## src/rtl/sng_array.sv

```systemverilog
`default_nettype none
// ============================================================================
// Module   : sng_array
// Purpose  : Multi-channel LFSR-based stochastic number generator with
//            per-channel ones counters. Optional macro SNG_SHARED_LFSR_EN
//            shares one LFSR across channels, using per-channel rotations.
// Revision : 1.0  initial release
// ============================================================================
module sng_array #(
  parameter int             N    = 10,
  parameter int             CH   = 2,
  parameter logic [N-1:0]   TAPS = 10'h240
) (
  input  logic              clk,
  input  logic              rst,
  input  logic              start,
  input  logic [CH*N-1:0]   A,
  input  logic [CH*N-1:0]   seed,
  input  logic [N-1:0]      len,
  output logic              busy,
  output logic [CH-1:0]     Y,
  output logic              y_valid,
  output logic              done,
  output logic [CH*N-1:0]   count
);

  typedef enum logic [1:0] {
    S_IDLE = 2'd0,
    S_RUN  = 2'd1,
    S_DONE = 2'd2
  } state_t;

  state_t                state_q;
  logic [CH-1:0][N-1:0]  a_q;
  logic [CH-1:0][N-1:0]  count_q;
  logic [CH-1:0][N-1:0]  count_d;
  logic [CH-1:0][N-1:0]  lfsr_val;
  logic [N-1:0]          remain_q;
  logic [CH-1:0]         y_q;
  logic [CH-1:0]         cmp;
  logic                  y_valid_q;
  logic                  done_q;
  logic                  busy_q;
  logic                  load;
  logic                  step;

  assign load = (state_q == S_IDLE) && start;
  assign step = (state_q == S_RUN);

  function automatic logic [N-1:0] lfsr_next(input logic [N-1:0] v);
    return {v[N-2:0], ^(v & TAPS)};
  endfunction

  // An all-zero seed would lock the LFSR, so it is replaced by 1.
  function automatic logic [N-1:0] seed_fix(input logic [N-1:0] s);
    return (s == '0) ? {{(N-1){1'b0}}, 1'b1} : s;
  endfunction

`ifdef SNG_SHARED_LFSR_EN
  logic [N-1:0] lfsr_q;
  logic [N-1:0] lfsr_d;

  always_comb begin
    lfsr_d = lfsr_q;
    if (load)      lfsr_d = seed_fix(seed[N-1:0]);
    else if (step) lfsr_d = lfsr_next(lfsr_q);
  end

  always_ff @(posedge clk or negedge rst) begin
    if (!rst) lfsr_q <= '0;
    else      lfsr_q <= lfsr_d;
  end

  // Rotation keeps the nonzero value set intact, so full-period counts stay exact.
  for (genvar c = 0; c < CH; c++) begin : g_rot
    localparam int SH = c % N;
    if (SH == 0) begin : g_id
      assign lfsr_val[c] = lfsr_q;
    end else begin : g_rl
      assign lfsr_val[c] = {lfsr_q[N-1-SH:0], lfsr_q[N-1:N-SH]};
    end
  end

  if (CH > 1) begin : g_seed_tie
    logic unused_seed;
    assign unused_seed = ^seed[CH*N-1:N];
  end
`else
  logic [CH-1:0][N-1:0] lfsr_q;
  logic [CH-1:0][N-1:0] lfsr_d;

  always_comb begin
    lfsr_d = lfsr_q;
    for (int c = 0; c < CH; c++) begin
      if (load)      lfsr_d[c] = seed_fix(seed[c*N +: N]);
      else if (step) lfsr_d[c] = lfsr_next(lfsr_q[c]);
    end
  end

  always_ff @(posedge clk or negedge rst) begin
    if (!rst) lfsr_q <= '0;
    else      lfsr_q <= lfsr_d;
  end

  assign lfsr_val = lfsr_q;
`endif

  always_comb begin
    cmp     = '0;
    count_d = count_q;
    for (int c = 0; c < CH; c++) begin
      cmp[c]     = (lfsr_val[c] <= a_q[c]);
      count_d[c] = count_q[c] + {{(N-1){1'b0}}, cmp[c]};
    end
  end

  always_ff @(posedge clk or negedge rst) begin
    if (!rst) begin
      state_q   <= S_IDLE;
      a_q       <= '0;
      remain_q  <= '0;
      count_q   <= '0;
      y_q       <= '0;
      y_valid_q <= 1'b0;
      done_q    <= 1'b0;
      busy_q    <= 1'b0;
    end else begin
      case (state_q)
        S_IDLE: begin
          done_q <= 1'b0;
          if (start) begin
            a_q      <= A;
            remain_q <= (len == '0) ? '1 : len;
            count_q  <= '0;
            busy_q   <= 1'b1;
            state_q  <= S_RUN;
          end else begin
            busy_q   <= 1'b0;
          end
        end
        S_RUN: begin
          y_q       <= cmp;
          y_valid_q <= 1'b1;
          count_q   <= count_d;
          remain_q  <= remain_q - 1'b1;
          if (remain_q == {{(N-1){1'b0}}, 1'b1}) state_q <= S_DONE;
        end
        S_DONE: begin
          y_q       <= '0;
          y_valid_q <= 1'b0;
          done_q    <= 1'b1;
          state_q   <= S_IDLE;
        end
        default: state_q <= S_IDLE;
      endcase
    end
  end

  assign busy    = busy_q;
  assign Y       = y_q;
  assign y_valid = y_valid_q;
  assign done    = done_q;
  assign count   = count_q;

endmodule
`default_nettype wire

```

## config.mk

```make
export PLATFORM = sky130hd
export DESIGN_NAME = sng_array
export DESIGN_NICKNAME = d
export VERILOG_FILES = /design/src/rtl/sng_array.sv
export SDC_FILE = /design/constraint.sdc
export NUM_CORES = 1
export LEC_CHECK = 0
export CAP_MARGIN = 15
export CORE_UTILIZATION = 49
export CTS_CLUSTER_DIAMETER = 30
export DETAILED_ROUTE_END_ITERATION = 12
export DONT_BUFFER_PORTS = 1
export PLACE_DENSITY = 0.63
export RECOVER_POWER = 25
export SETUP_SLACK_MARGIN = 0.5
export SLEW_MARGIN = 30
export SYNTH_ARGS = -nofsm -noshare
export SYNTH_HDL_FRONTEND = slang
export SYNTH_SLANG_ARGS = --single-unit
```

## constraint.sdc

```tcl
create_clock -name clk -period 5.4 [get_ports clk]
set_clock_uncertainty 0.1 [all_clocks]
set_input_delay 1.08 -clock clk [delete_from_list [all_inputs] [get_ports clk]]
set_output_delay 1.08 -clock clk [all_outputs]
set_load 0.01 [all_outputs]
```

==> flow_summary.html <==
<table>
<tr><th>Metric</th><th>Value</th></tr>
<tr><th colspan="2">Status</th></tr>
<tr><td>Run status</td><td>finished, final reports clean</td></tr>
<tr><th colspan="2">Timing</th></tr>
<tr><td>Slew at the pin with the worst max-slew slack</td><td>925 ps</td></tr>
<tr><td>RSZ-0062 raised after global routing</td><td>false</td></tr>
<tr><td>Period utilisation layout</td><td>0.541</td></tr>
<tr><td>Number of hold-slack violations in the final timing report</td><td>0</td></tr>
<tr><td>Final critical path time including I/O delays and setup</td><td>2920 ps</td></tr>
<tr><td>Setup slack of the critical path after layout</td><td>2480 ps</td></tr>
<tr><td>Total count of max-transition violations in the final report</td><td>0</td></tr>
<tr><td>Slew margin rel.</td><td>0.383</td></tr>
<tr><td>Maximum operating frequency</td><td>0.342 GHz</td></tr>
<tr><td># setup viols final</td><td>0</td></tr>
<tr><td>Setup TNS</td><td>0 ps</td></tr>
<tr><th colspan="2">Route</th></tr>
<tr><td>Residual antenna-violating net count after detailed routing</td><td>0</td></tr>
<tr><td>DR vias</td><td>3030</td></tr>
<tr><td>Initial DRC Count</td><td>100</td></tr>
<tr><td>TritonRoute pass-1 iters</td><td>4</td></tr>
<tr><td>Residual DRC count</td><td>0</td></tr>
<tr><td>Avg WL per Cell</td><td>15.4 µm</td></tr>
<tr><td>Total wire length</td><td>8120 µm</td></tr>
<tr><td>Number of vias per cell after detailed routing</td><td>5.74</td></tr>
<tr><th colspan="2">Place</th></tr>
<tr><td>Pre-CTS WS</td><td>2480 ps</td></tr>
<tr><td>Placed instance count</td><td>513</td></tr>
<tr><td>Total placed instance area</td><td>4270 µm²</td></tr>
<tr><td>HPWL after detailed placement</td><td>5830 µm</td></tr>
<tr><td>Count of input and output buffers</td><td>0</td></tr>
<tr><td>Placer congestion estimate</td><td>0.828</td></tr>
<tr><th colspan="2">Clock tree</th></tr>
<tr><td>TritonCTS clock tree</td><td>built</td></tr>
<tr><td>CTS clock-pin slew for the worst setup and hold paths</td><td>80 ps</td></tr>
<tr><td>Htree depth</td><td>3</td></tr>
<tr><td>Sink count of the clock tree</td><td>77</td></tr>
<tr><td>Post-CTS Hold Fix Bufs</td><td>0</td></tr>
<tr><td>Number of gates resized after cts</td><td>0</td></tr>
<tr><td>Clock Path Buffers</td><td>2</td></tr>
<tr><td>Post-CTS Setup Bufs</td><td>0</td></tr>
<tr><td>Cts bufs inserted</td><td>9</td></tr>
<tr><td>Later-pin clock latency in the skew report</td><td>350 ps</td></tr>
<tr><td>Clk Tree Root Cell</td><td>sky130_fd_sc_hd__clkbuf_8</td></tr>
<tr><th colspan="2">Synthesis</th></tr>
<tr><td>Register area share after synthesis</td><td>0.462</td></tr>
<tr><td>Flip-flop and latch count after synthesis</td><td>77</td></tr>
<tr><td>Number of distinct library cells after synthesis</td><td>43</td></tr>
<tr><td>Simple-gate area share of the yosys netlist</td><td>0.140</td></tr>
<tr><td>Fraction of synthesized cell area taken by the top area cell type</td><td>0.462</td></tr>
<tr><td>Synthesized-area fraction occupied by ao, oa, aoi and oai cells</td><td>0.130</td></tr>
<tr><td>Syn_area_per_cell</td><td>9.93 µm²</td></tr>
<tr><td>Biggest area consumer among synthesized cells</td><td>sky130_fd_sc_hd__dfrtp_1</td></tr>
<tr><td>Largest family of logic cells by synthesized area</td><td>simple AND/OR/NAND/NOR gates</td></tr>
<tr><td>YS warnings</td><td>0</td></tr>
<tr><td>Post-synthesis instance area</td><td>4170 µm²</td></tr>
<tr><td>EDFF count, synth</td><td>0</td></tr>
<tr><td>Post-synthesis share of cell area spent on xor and xnor gates</td><td>0.0252</td></tr>
<tr><td>Number of instances in the synthesized netlist</td><td>420</td></tr>
<tr><td>Net count after synthesis</td><td>502</td></tr>
<tr><td>Mux cell area share after synthesis</td><td>0.110</td></tr>
<tr><td>Most used DFF post-synth</td><td>sky130_fd_sc_hd__dfrtp_1</td></tr>
<tr><td>FFs w/ async S/R, synth</td><td>1.00</td></tr>
<tr><td>Area contributors post-synth</td><td>sky130_fd_sc_hd__dfrtp_1, sky130_fd_sc_hd__ha_1, sky130_fd_sc_hd__mux2_2</td></tr>
<tr><td>Area share of fa/ha/maj cells after synthesis</td><td>0.0870</td></tr>
<tr><th colspan="2">Global route</th></tr>
<tr><td>Grt total ovfl</td><td>0</td></tr>
<tr><td>Global-route wire length before repair</td><td>13400 µm</td></tr>
<tr><td>Initial antenna violation count</td><td>0</td></tr>
<tr><td>Via count of the first global-routing pass</td><td>2913</td></tr>
<tr><td>Global-route usage over all layers</td><td>0.199</td></tr>
<tr><td>Maximum number of pins on one net before global-route repair</td><td>78</td></tr>
<tr><th colspan="2">Layout</th></tr>
<tr><td>Multi-input gate area</td><td>2060 µm²</td></tr>
<tr><td>Fillers</td><td>735</td></tr>
<tr><td>Fin nets</td><td>501</td></tr>
<tr><td>Finished layout cell area</td><td>4510 µm²</td></tr>
<tr><td>Layout cells sized above 1</td><td>0.113</td></tr>
<tr><td>Final Non-Filler Cells</td><td>528</td></tr>
<tr><td>Diodes inserted</td><td>0</td></tr>
<tr><td>Area grow syn2layout</td><td>8.28%</td></tr>
<tr><td>Reg area</td><td>1930 µm²</td></tr>
<tr><th colspan="2">Floorplanning</th></tr>
<tr><td>Horizontal extent of the die</td><td>94.2 µm</td></tr>
<tr><td>I/O pin count</td><td>78</td></tr>
<tr><td>Number of cell rows</td><td>33</td></tr>
<tr><td>Vertical extent of the die</td><td>94.2 µm</td></tr>
<tr><td>Initial cell density of the core</td><td>0.507</td></tr>
<tr><td>Core footprint</td><td>8220 µm²</td></tr>
<tr><td>Die Footprint</td><td>8880 µm²</td></tr>
<tr><th colspan="2">Worst setup path</th></tr>
<tr><td>Signal arrival time at the worst endpoint</td><td>3040 ps</td></tr>
<tr><td>Kind of start point of the critical path</td><td>flip-flop</td></tr>
<tr><td>WS Path Type</td><td>flip-flop to flip-flop</td></tr>
<tr><td>Startpoint of the most critical register-to-register path</td><td>state_q[1]</td></tr>
<tr><td>Crit-path cells</td><td>inv_1 &gt; ha_2 &gt; mux2i_1 &gt; buf_4 &gt; and4bb_2 &gt; nand4_1 &gt; xor2_1 &gt; nor2_1</td></tr>
<tr><td>Nature of the critical path endpoint</td><td>flip-flop</td></tr>
<tr><td>Critical-path top delay cell</td><td>sky130_fd_sc_hd__ha_2</td></tr>
<tr><td>CP Max Fanout</td><td>39</td></tr>
<tr><td>CP Launch Point</td><td>state_q[1]</td></tr>
<tr><td>WP data required</td><td>5520 ps</td></tr>
<tr><td>Delay contributed by the slowest stage of the critical path</td><td>790 ps</td></tr>
<tr><th colspan="2">Flow run</th></tr>
<tr><td>Number of maximum-capacitance violations</td><td>0</td></tr>
<tr><th colspan="2">Power and ir drop</th></tr>
<tr><td>Total power after layout</td><td>2590 µW</td></tr>
<tr><td>Leakage power</td><td>0.00207 µW</td></tr>
<tr><td>Worst voltage drop across the vdd grid</td><td>223 µV</td></tr>
<tr><td>Power per standard cell area</td><td>573 nW/µm²</td></tr>
<tr><th colspan="2">Worst hold path</th></tr>
<tr><td>Class of the tightest hold or removal check</td><td>input port to asynchronous set/reset pin</td></tr>
</table>
==> Yosys cell counts (all sizes together) (2+ instances only) <==
master / count
o31a: 2
o21bai: 2
buf: 3
mux2i: 21
o22ai: 2
nand2: 23
o211ai: 6
xor2: 8
nor3: 6
ha: 29
inv: 35
clkbuf: 12
a31oi: 3
nand4: 8
nor2: 46
nor2b: 2
o21ai: 23
o32ai: 2
o311ai: 2
and2: 2
xnor2: 4
nand2b: 3
nor4: 5
mux2: 22
nand3: 11
or3: 6
a21o: 4
a21oi: 37
dfrtp: 77
a22o: 4
or4: 2
==> layer usage <==
layer,vias up,part of all wire,GRT usage,routed length (µm)
met2,88,0.45,0.303,3650
li1,1475,-,-,-
met1,1447,0.46,0.261,3740
met5,-,0,0,0
met3,20,0.066,0.0566,540
met4,0,0.024,0.0872,194
==> cell families (layout without fill, tap and decap cells) <==
| kind of cell | after synthesis | in the layout |
|---|---|---|
| simple gates | 119 | 119 |
| mux | 43 | 43 |
| fa+ha+maj | 29 | 29 |
| buf+inv | 50 | 53 |
| xor+xnor | 12 | 12 |
| flops | 77 | 77 |
| compound gates | 90 | 90 |
==> state kept, by name, summed over array words and instances, names as in the netlist, 2 cells and up <==
signal and count:
state_q 2, lfsr_q 20, Y 2, count 20, remain_q 10, a_q 20
==> report_power, final <==
part | switching (µW) | internal, µW | total (µW)
Clock | 216 | 320 | 535
Combinational | 543 | 494 | 1040
Sequential | 207 | 807 | 1010
Total | 966 | 1620 | 2590
==> final timing paths <==
| kind | cells past startpoint | slack, ps | to |
|---|---|---|---|
| hold / removal | 0 | 310 | count[17] |
| setup / recovery | 8 | 2480 | count[7] |
| hold reg to reg | 1 | 410 | a_q[13] |
| min in group clk | 1 | 410 | a_q[13] |
| setup reg to reg | 8 | 2480 | count[7] |
| max in group asynchronous | 0 | 4770 | Y[1] |
==> placed cells by master (no fill, tap or decap), drive strengths merged, types with 2 or more instances in the layout <==
| master | count |
|---|---|
| clkbuf | 10 |
| xor2 | 8 |
| and2 | 2 |
| or4 | 2 |
| buf | 3 |
| a21oi | 37 |
| o32ai | 2 |
| bufinv | 3 |
| nand2 | 23 |
| a22o | 4 |
| nor4 | 5 |
| dfrtp | 77 |
| nand2b | 3 |
| a21o | 4 |
| nor2b | 2 |
| o311ai | 2 |
| xnor2 | 4 |
| ha | 29 |
| nor3 | 6 |
| o211ai | 6 |
| inv | 36 |
| o22ai | 2 |
| or3 | 6 |
| o21ai | 23 |
| mux2i | 21 |
| nor2 | 46 |
| o21bai | 2 |
| a31oi | 3 |
| nand4 | 8 |
| mux2 | 22 |
| nand3 | 11 |
| o31a | 2 |
==> area by class of cell <==
cell class	instances	share of cell area
Clock inverter	5	0.0238
Tap cell	105	0.0291
Clock buffer	10	0.0305
Timing Repair Buffer	3	0.00499
Multi-Input combinational cell	293	0.456
Sequential cell	77	0.427
Inverter	35	0.0291
==> per-stage QoR <==
stage          utilization  hold WS (ps)
6_report             0.549           310
5_1_grt              0.549           281
2_1_floorplan            -           379
3_3_place_gp         0.520           390
3_5_place_dp         0.520           394
4_1_cts              0.549           292
==> worst max-delay path, delay by kind of cell, from the launching register on <==
family	cells	cell delay (ps)
XOR/XNOR	1	160
AND/OR/NAND/NOR	3	470
buffers and inverters	2	390
flip-flops	1	420
multiplexers	1	460
adder cells (fa/ha/maj)	1	790
No activity file was read; power rests on OpenSTA's default activity.
